<file path="config.mk">
export PLATFORM = sky130hd
export DESIGN_NAME = i2s_frame_ctrl
export DESIGN_NICKNAME = d
export VERILOG_FILES = /design/src/rtl/i2s_frame_ctrl_pkg.sv /design/src/rtl/i2s_frame_ctrl_shifter.sv /design/src/rtl/i2s_frame_ctrl.sv
export SDC_FILE = /design/constraint.sdc
export NUM_CORES = 1
export LEC_CHECK = 0
export ABC_AREA = 1
export CORE_MARGIN = 2
export CORE_UTILIZATION = 51
export CTS_CLUSTER_DIAMETER = 60
export DETAILED_ROUTE_END_ITERATION = 8
export HOLD_SLACK_MARGIN = 0.08
export PLACE_DENSITY = 0.84
export SKIP_CTS_REPAIR_TIMING = 1
export SLEW_MARGIN = 10
export SYNTH_ARGS = -nofsm -noshare
export SYNTH_HDL_FRONTEND = slang
export SYNTH_SLANG_ARGS = --single-unit
</file>
<file path="constraint.sdc">
create_clock -name sck -period 1.45 [get_ports sck]
set_input_delay 0.435 -clock sck [delete_from_list [all_inputs] [get_ports sck]]
set_output_delay 0.435 -clock sck [all_outputs]
set_load 0.02 [all_outputs]
</file>
<file path="src/rtl/i2s_frame_ctrl_pkg.sv">
// Shared types and elaboration helpers for the I2S frame controller.
package i2s_pkg;

  typedef enum logic [1:0] {
    IDLE  = 2'd0,
    LEFT  = 2'd1,
    RIGHT = 2'd2
  } i2s_state_t;

  // Slot counter width; never below one bit so degenerate slots still elaborate.
  function automatic int cnt_width(input int slot_width);
    return (slot_width > 1) ? $clog2(slot_width) : 1;
  endfunction

  // A slot needs the one-bit I2S delay cycle plus DATA_WIDTH data cycles.
  function automatic bit cfg_ok(input int data_width, input int slot_width);
    return (data_width >= 1) && (slot_width >= data_width + 1);
  endfunction

endpackage

</file>
<file path="src/rtl/i2s_frame_ctrl_shifter.sv">
// MSB-first shift register: parallel load / serial out and serial in / parallel out.
module i2s_shifter #(
  parameter int WIDTH = 8
) (
  input  logic             clk,
  input  logic             rst,
  input  logic             load_i,
  input  logic [WIDTH-1:0] load_data_i,
  input  logic             shift_i,
  input  logic             ser_i,
  output logic             ser_o,
  output logic [WIDTH-1:0] par_o
);

  logic [WIDTH-1:0] sr_q, sr_d;

  // Load wins over shift; shifting moves toward the MSB and pulls ser_i into bit 0.
  always_comb begin
    sr_d = sr_q;
    if (load_i) begin
      sr_d = load_data_i;
    end else if (shift_i) begin
      sr_d = WIDTH'({sr_q, ser_i});
    end
  end

  always_ff @(posedge clk or posedge rst) begin
    if (rst) begin
      sr_q <= '0;
    end else begin
      sr_q <= sr_d;
    end
  end

  assign ser_o = sr_q[WIDTH-1];
  assign par_o = sr_q;

endmodule

</file>
<file path="src/rtl/i2s_frame_ctrl.sv">
// I2S master frame controller: word-select generation, rx deserialization with
// left/right strobes, and tx serialization of the frame-latched words.
module i2s_frame_ctrl
  import i2s_pkg::*;
#(
  parameter int DATA_WIDTH = 8,
  parameter int SLOT_WIDTH = 16
) (
  input  logic                  sck,
  input  logic                  rst,
  input  logic                  en,
  input  logic                  sd_in,
  input  logic [DATA_WIDTH-1:0] tx_ldata,
  input  logic [DATA_WIDTH-1:0] tx_rdata,
  output logic                  ws,
  output logic                  sd_out,
  output logic [DATA_WIDTH-1:0] data,
  output logic                  l_vld,
  output logic                  r_vld,
  output logic                  busy
);

  localparam int                CNT_W    = cnt_width(SLOT_WIDTH);
  localparam logic [CNT_W-1:0]  CNT_LAST = CNT_W'(SLOT_WIDTH - 1);
  localparam logic [CNT_W-1:0]  CNT_DATA = CNT_W'(DATA_WIDTH);

  generate
    if (!cfg_ok(DATA_WIDTH, SLOT_WIDTH)) begin : g_cfg_err
      $error("i2s_frame_ctrl: SLOT_WIDTH must be at least DATA_WIDTH+1");
    end
  endgenerate

  i2s_state_t            state_q, state_d;
  logic [CNT_W-1:0]      cnt_q, cnt_d;
  logic [DATA_WIDTH-1:0] tx_r_q, tx_r_d;
  logic [DATA_WIDTH-1:0] data_q, data_d;
  logic                  sd_out_q, sd_out_d;
  logic                  l_vld_q, l_vld_d;
  logic                  r_vld_q, r_vld_d;

  logic                  active, slot_end, frame_start;
  logic                  rx_win, rx_done, tx_win, tx_load;
  logic [DATA_WIDTH-1:0] tx_load_word;
  logic                  tx_msb;
  logic [DATA_WIDTH-1:0] rx_par, rx_word;
  logic [DATA_WIDTH-1:0] unused_tx_par;
  logic                  unused_rx_ser;

  // Frame sequencing: a frame is LEFT then RIGHT; en is only consulted at frame boundaries.
  always_comb begin
    active      = (state_q != IDLE);
    slot_end    = active && (cnt_q == CNT_LAST);
    state_d     = state_q;
    frame_start = 1'b0;
    case (state_q)
      IDLE: begin
        if (en) begin
          state_d     = LEFT;
          frame_start = 1'b1;
        end
      end
      LEFT: begin
        if (slot_end) state_d = RIGHT;
      end
      RIGHT: begin
        if (slot_end) begin
          if (en) begin
            state_d     = LEFT;
            frame_start = 1'b1;
          end else begin
            state_d = IDLE;
          end
        end
      end
      default: state_d = IDLE;
    endcase
    if (!active || slot_end) begin
      cnt_d = '0;
    end else begin
      cnt_d = cnt_q + CNT_W'(1);
    end
  end

  // Data bits occupy cnt 1..DATA_WIDTH; the tx bit for cnt k is staged while cnt is k-1.
  always_comb begin
    rx_win       = active && (cnt_q != '0) && (cnt_q <= CNT_DATA);
    rx_done      = active && (cnt_q == CNT_DATA);
    tx_win       = active && (cnt_q < CNT_DATA);
    tx_load      = frame_start || ((state_q == LEFT) && slot_end);
    tx_load_word = frame_start ? tx_ldata : tx_r_q;
    tx_r_d       = frame_start ? tx_rdata : tx_r_q;
    sd_out_d     = tx_win ? tx_msb : 1'b0;
    rx_word      = DATA_WIDTH'({rx_par, sd_in});
    data_d       = rx_done ? rx_word : data_q;
    l_vld_d      = rx_done && (state_q == LEFT);
    r_vld_d      = rx_done && (state_q == RIGHT);
  end

  i2s_shifter #(
    .WIDTH (DATA_WIDTH)
  ) u_tx_shifter (
    .clk         (sck),
    .rst         (rst),
    .load_i      (tx_load),
    .load_data_i (tx_load_word),
    .shift_i     (tx_win),
    .ser_i       (1'b0),
    .ser_o       (tx_msb),
    .par_o       (unused_tx_par)
  );

  i2s_shifter #(
    .WIDTH (DATA_WIDTH)
  ) u_rx_shifter (
    .clk         (sck),
    .rst         (rst),
    .load_i      (1'b0),
    .load_data_i ('0),
    .shift_i     (rx_win),
    .ser_i       (sd_in),
    .ser_o       (unused_rx_ser),
    .par_o       (rx_par)
  );

  always_ff @(posedge sck or posedge rst) begin
    if (rst) begin
      state_q  <= IDLE;
      cnt_q    <= '0;
      tx_r_q   <= '0;
      data_q   <= '0;
      sd_out_q <= 1'b0;
      l_vld_q  <= 1'b0;
      r_vld_q  <= 1'b0;
    end else begin
      state_q  <= state_d;
      cnt_q    <= cnt_d;
      tx_r_q   <= tx_r_d;
      data_q   <= data_d;
      sd_out_q <= sd_out_d;
      l_vld_q  <= l_vld_d;
      r_vld_q  <= r_vld_d;
    end
  end

  assign ws     = (state_q == RIGHT);
  assign busy   = active;
  assign sd_out = sd_out_q;
  assign data   = data_q;
  assign l_vld  = l_vld_q;
  assign r_vld  = r_vld_q;

endmodule

</file>
==> metrics.txt <==
Die Wd=64.03 um; drt pass-1 iters=4; Yosys reg bits=40; Vias/cell=approximately 5.2; synth warn=0; largest area contributor in the synthesized netlist=dfrtp_1; failing checks=negative setup slack; Final Max Slew Viols=0; switch share=40.63%; root buf cell=clkbuf_4; Mapped Area=0.001838 mm2; die height=64.03 um; io pins=33; post-route cell area=0.002646 mm2; run status=finished with violations; Worst Path Max Fanout=2; Netlist cell types=21; MaxCap Viol Count=0; Worst-path clk slew=0.12 ns; Clock power frac=11.8%; hold crit path type=in2async; wirelength, routed=4472 um; Worst VDD drop=between 1000 and 1500 uV; DP HPWL=2644 um; core area=0.003390 mm2; routed len/inst=13.93 um; largest net degree at the start of global routing=41; die area=0.004100 mm2; Initial Util=54.23%; Yosys top cell area share=54.46%; GP Congestion=0.8604; Least-Margin Pin Slew=0.2683 ns; total gr overflow=0; Psw=roughly 0.002 W; antenna-violating nets left=0; CP Capture Type=output pin; Syn Inst Count=210; Flop pwr share=between 30% and 40%; Int Pwr=0.002989 W; fin crit period=1.488 ns; Setup CP Type=reg2out; H-tree depth=2; count leader, synth=nand2_1; startpoint types=register; Worst Skew=0.006840 ns; proportion of layout cells with a drive suffix above 1=24.73%; Placed Area=0.002335 mm2; normalized max-slew margin=82.11%; TritonCTS Buffers=5; Max Freq=672.1 MHz; drc violations=0; Synth area leaders=dfrtp_1, nand2_1, nand3_1; final setup fails=6; unrepaired setup endpoints after global routing=true; area growth from synthesis to layout=43.98%; total chip power=0.005035 W; Fin. Hold Viols=0; 1st-iter DRT viols=129; CP Data Required Time=a little over 1 ns; Port Buffers=32; # rows=21; Worst Path Arrival=1.05 ns; Post-synth ARST share=100.0%; PnR worst setup slack=-0.03779 ns; gr usage total=between 20% and 30%; Logic pwr share=50.2%; clock tree buffer depth=2; Post-synth EDFFs=0; Leak=1.380 nW; dominant synthesized flop cell=dfrtp_1; fin crit share=102.6%; Syn Area/Cell=8.752 um2; initial antenna violation count=0; fill cell count=203; CTS tree=built; Final #Nets=296; post-synth net total=232; first-pass GRT wire length=6327 um; CTS sink cnt=40; sequential share of the synthesized area=54.46%; vias in the first global route=1459; DR vias=1656; Antenna Cells=0; PD cells=between 1500 and 2000 mW/mm2; Clk Latency, worst-skew pair=~0.36 ns; top post-synthesis cells by count=nand2_1, dfrtp_1, inv_1, nand3_1, nor2_1
## placed cells by master, fill, tap and decap left out
cell,n
clkbuf_8,1
inv_1,21
ha_4,2
clkbuf_1,2
buf_12,2
o21ai_1,10
dfrtp_1,39
dlymetal6s2s_1,11
nor2_2,2
nand2_1,60
nand2_4,4
dfrtp_2,1
nor2_4,4
o21ai_0,6
buf_4,24
a21oi_4,1
nand3_2,1
clkbuf_4,5
xor2_1,1
nand2_8,3
nand3_1,22
nand2_2,5
nand3_4,2
inv_2,4
clkdlybuf4s50_1,19
nor2_1,8
inv_4,2
nor3_1,1
o211ai_1,7
buf_6,5
## metrics by stage
stage               cells  TNS (ns)  worst slack, ns  utilization, %  hold WS (ns)
floorplan             210         0          0.09735               -        0.4367
global placement      303    -2.917          -0.2173           68.88        0.4510
detailed placement    303    -3.510          -0.2737           68.88        0.4530
CTS                   311    -5.063          -0.5111           70.62        0.4340
global route          321   -0.8405         -0.09071           78.07        0.4686
finish                321   -0.1126         -0.03779           78.07        0.4195
## state kept, by name, indices dropped and copies added (netlist names)
name and count:
u_rx_shifter.par_o 7, sd_out 1, state_q 2, tx_r_q 8
u_tx_shifter.par_o 8, cnt_q 4, data 8, r_vld 1
l_vld 1
## worst max-delay path: stages (launching register included)
cell and delay (ns):
dfrtp_1 0.38, inv_2 0.05, nor2_2 0.11, buf_4 0.15
## power by group through the flow
stage	clock [W]	combinational (W)	sequential (W)
after floorplan	0	0.00119	0.00198
after global placement	0	0.00202	0.00184
after detailed placement	0	0.00211	0.00186
after CTS	0.000598	0.00211	0.00184
after global routing	0.000651	0.00273	0.00196
final	0.000594	0.00253	0.00191
## cell families after synthesis
kind of cell | after synthesis | synth area share [%]
xor gates and xnor gates | 1 | 0.4766
DFF | 40 | 54.46
buffers and inverters | 32 | 8.033
adders and majority gates | 2 | 1.361
and+or+nand+nor | 111 | 27.57
AOI/OAI and AO/OA | 24 | 8.101
## path summary, 6_finish.rpt
path	to	slack, ns	from	depth (start not counted)
hold reg to reg	tx_r_q[0]	0.48	tx_r_q[0]	2
hold / removal	u_tx_shifter.par_o[6]	0.42	rst	3
max in group asynchronous	cnt_q[1]	0.83	rst	3
setup reg to reg	u_tx_shifter.par_o[2]	-0.03	cnt_q[0]	8
min in group sck	tx_r_q[0]	0.48	tx_r_q[0]	2
setup / recovery	ws	-0.04	state_q[1]	3
## per-layer routing
layer / GRT usage (%) / up-vias / part of all wire [%]
met1: 26.64 / 790 / 41
li1: - / 794 / -
met3: 4.049 / 16 / 5.3
met2: 32.16 / 56 / 50
met5: 0 / - / 0
met4: 10.33 / 0 / 3.0
## final cells by class
class	instances	area, um2	area share [%]
sequential	40	1002	37.87
tap	46	57.56	2.175
timing repair buffer	61	604.3	22.84
inverter	27	106.4	4.019
clock buffer	8	58.81	2.222
multi-input combinational	139	817.0	30.87
No activity file was read; power rests on OpenSTA's default activity.
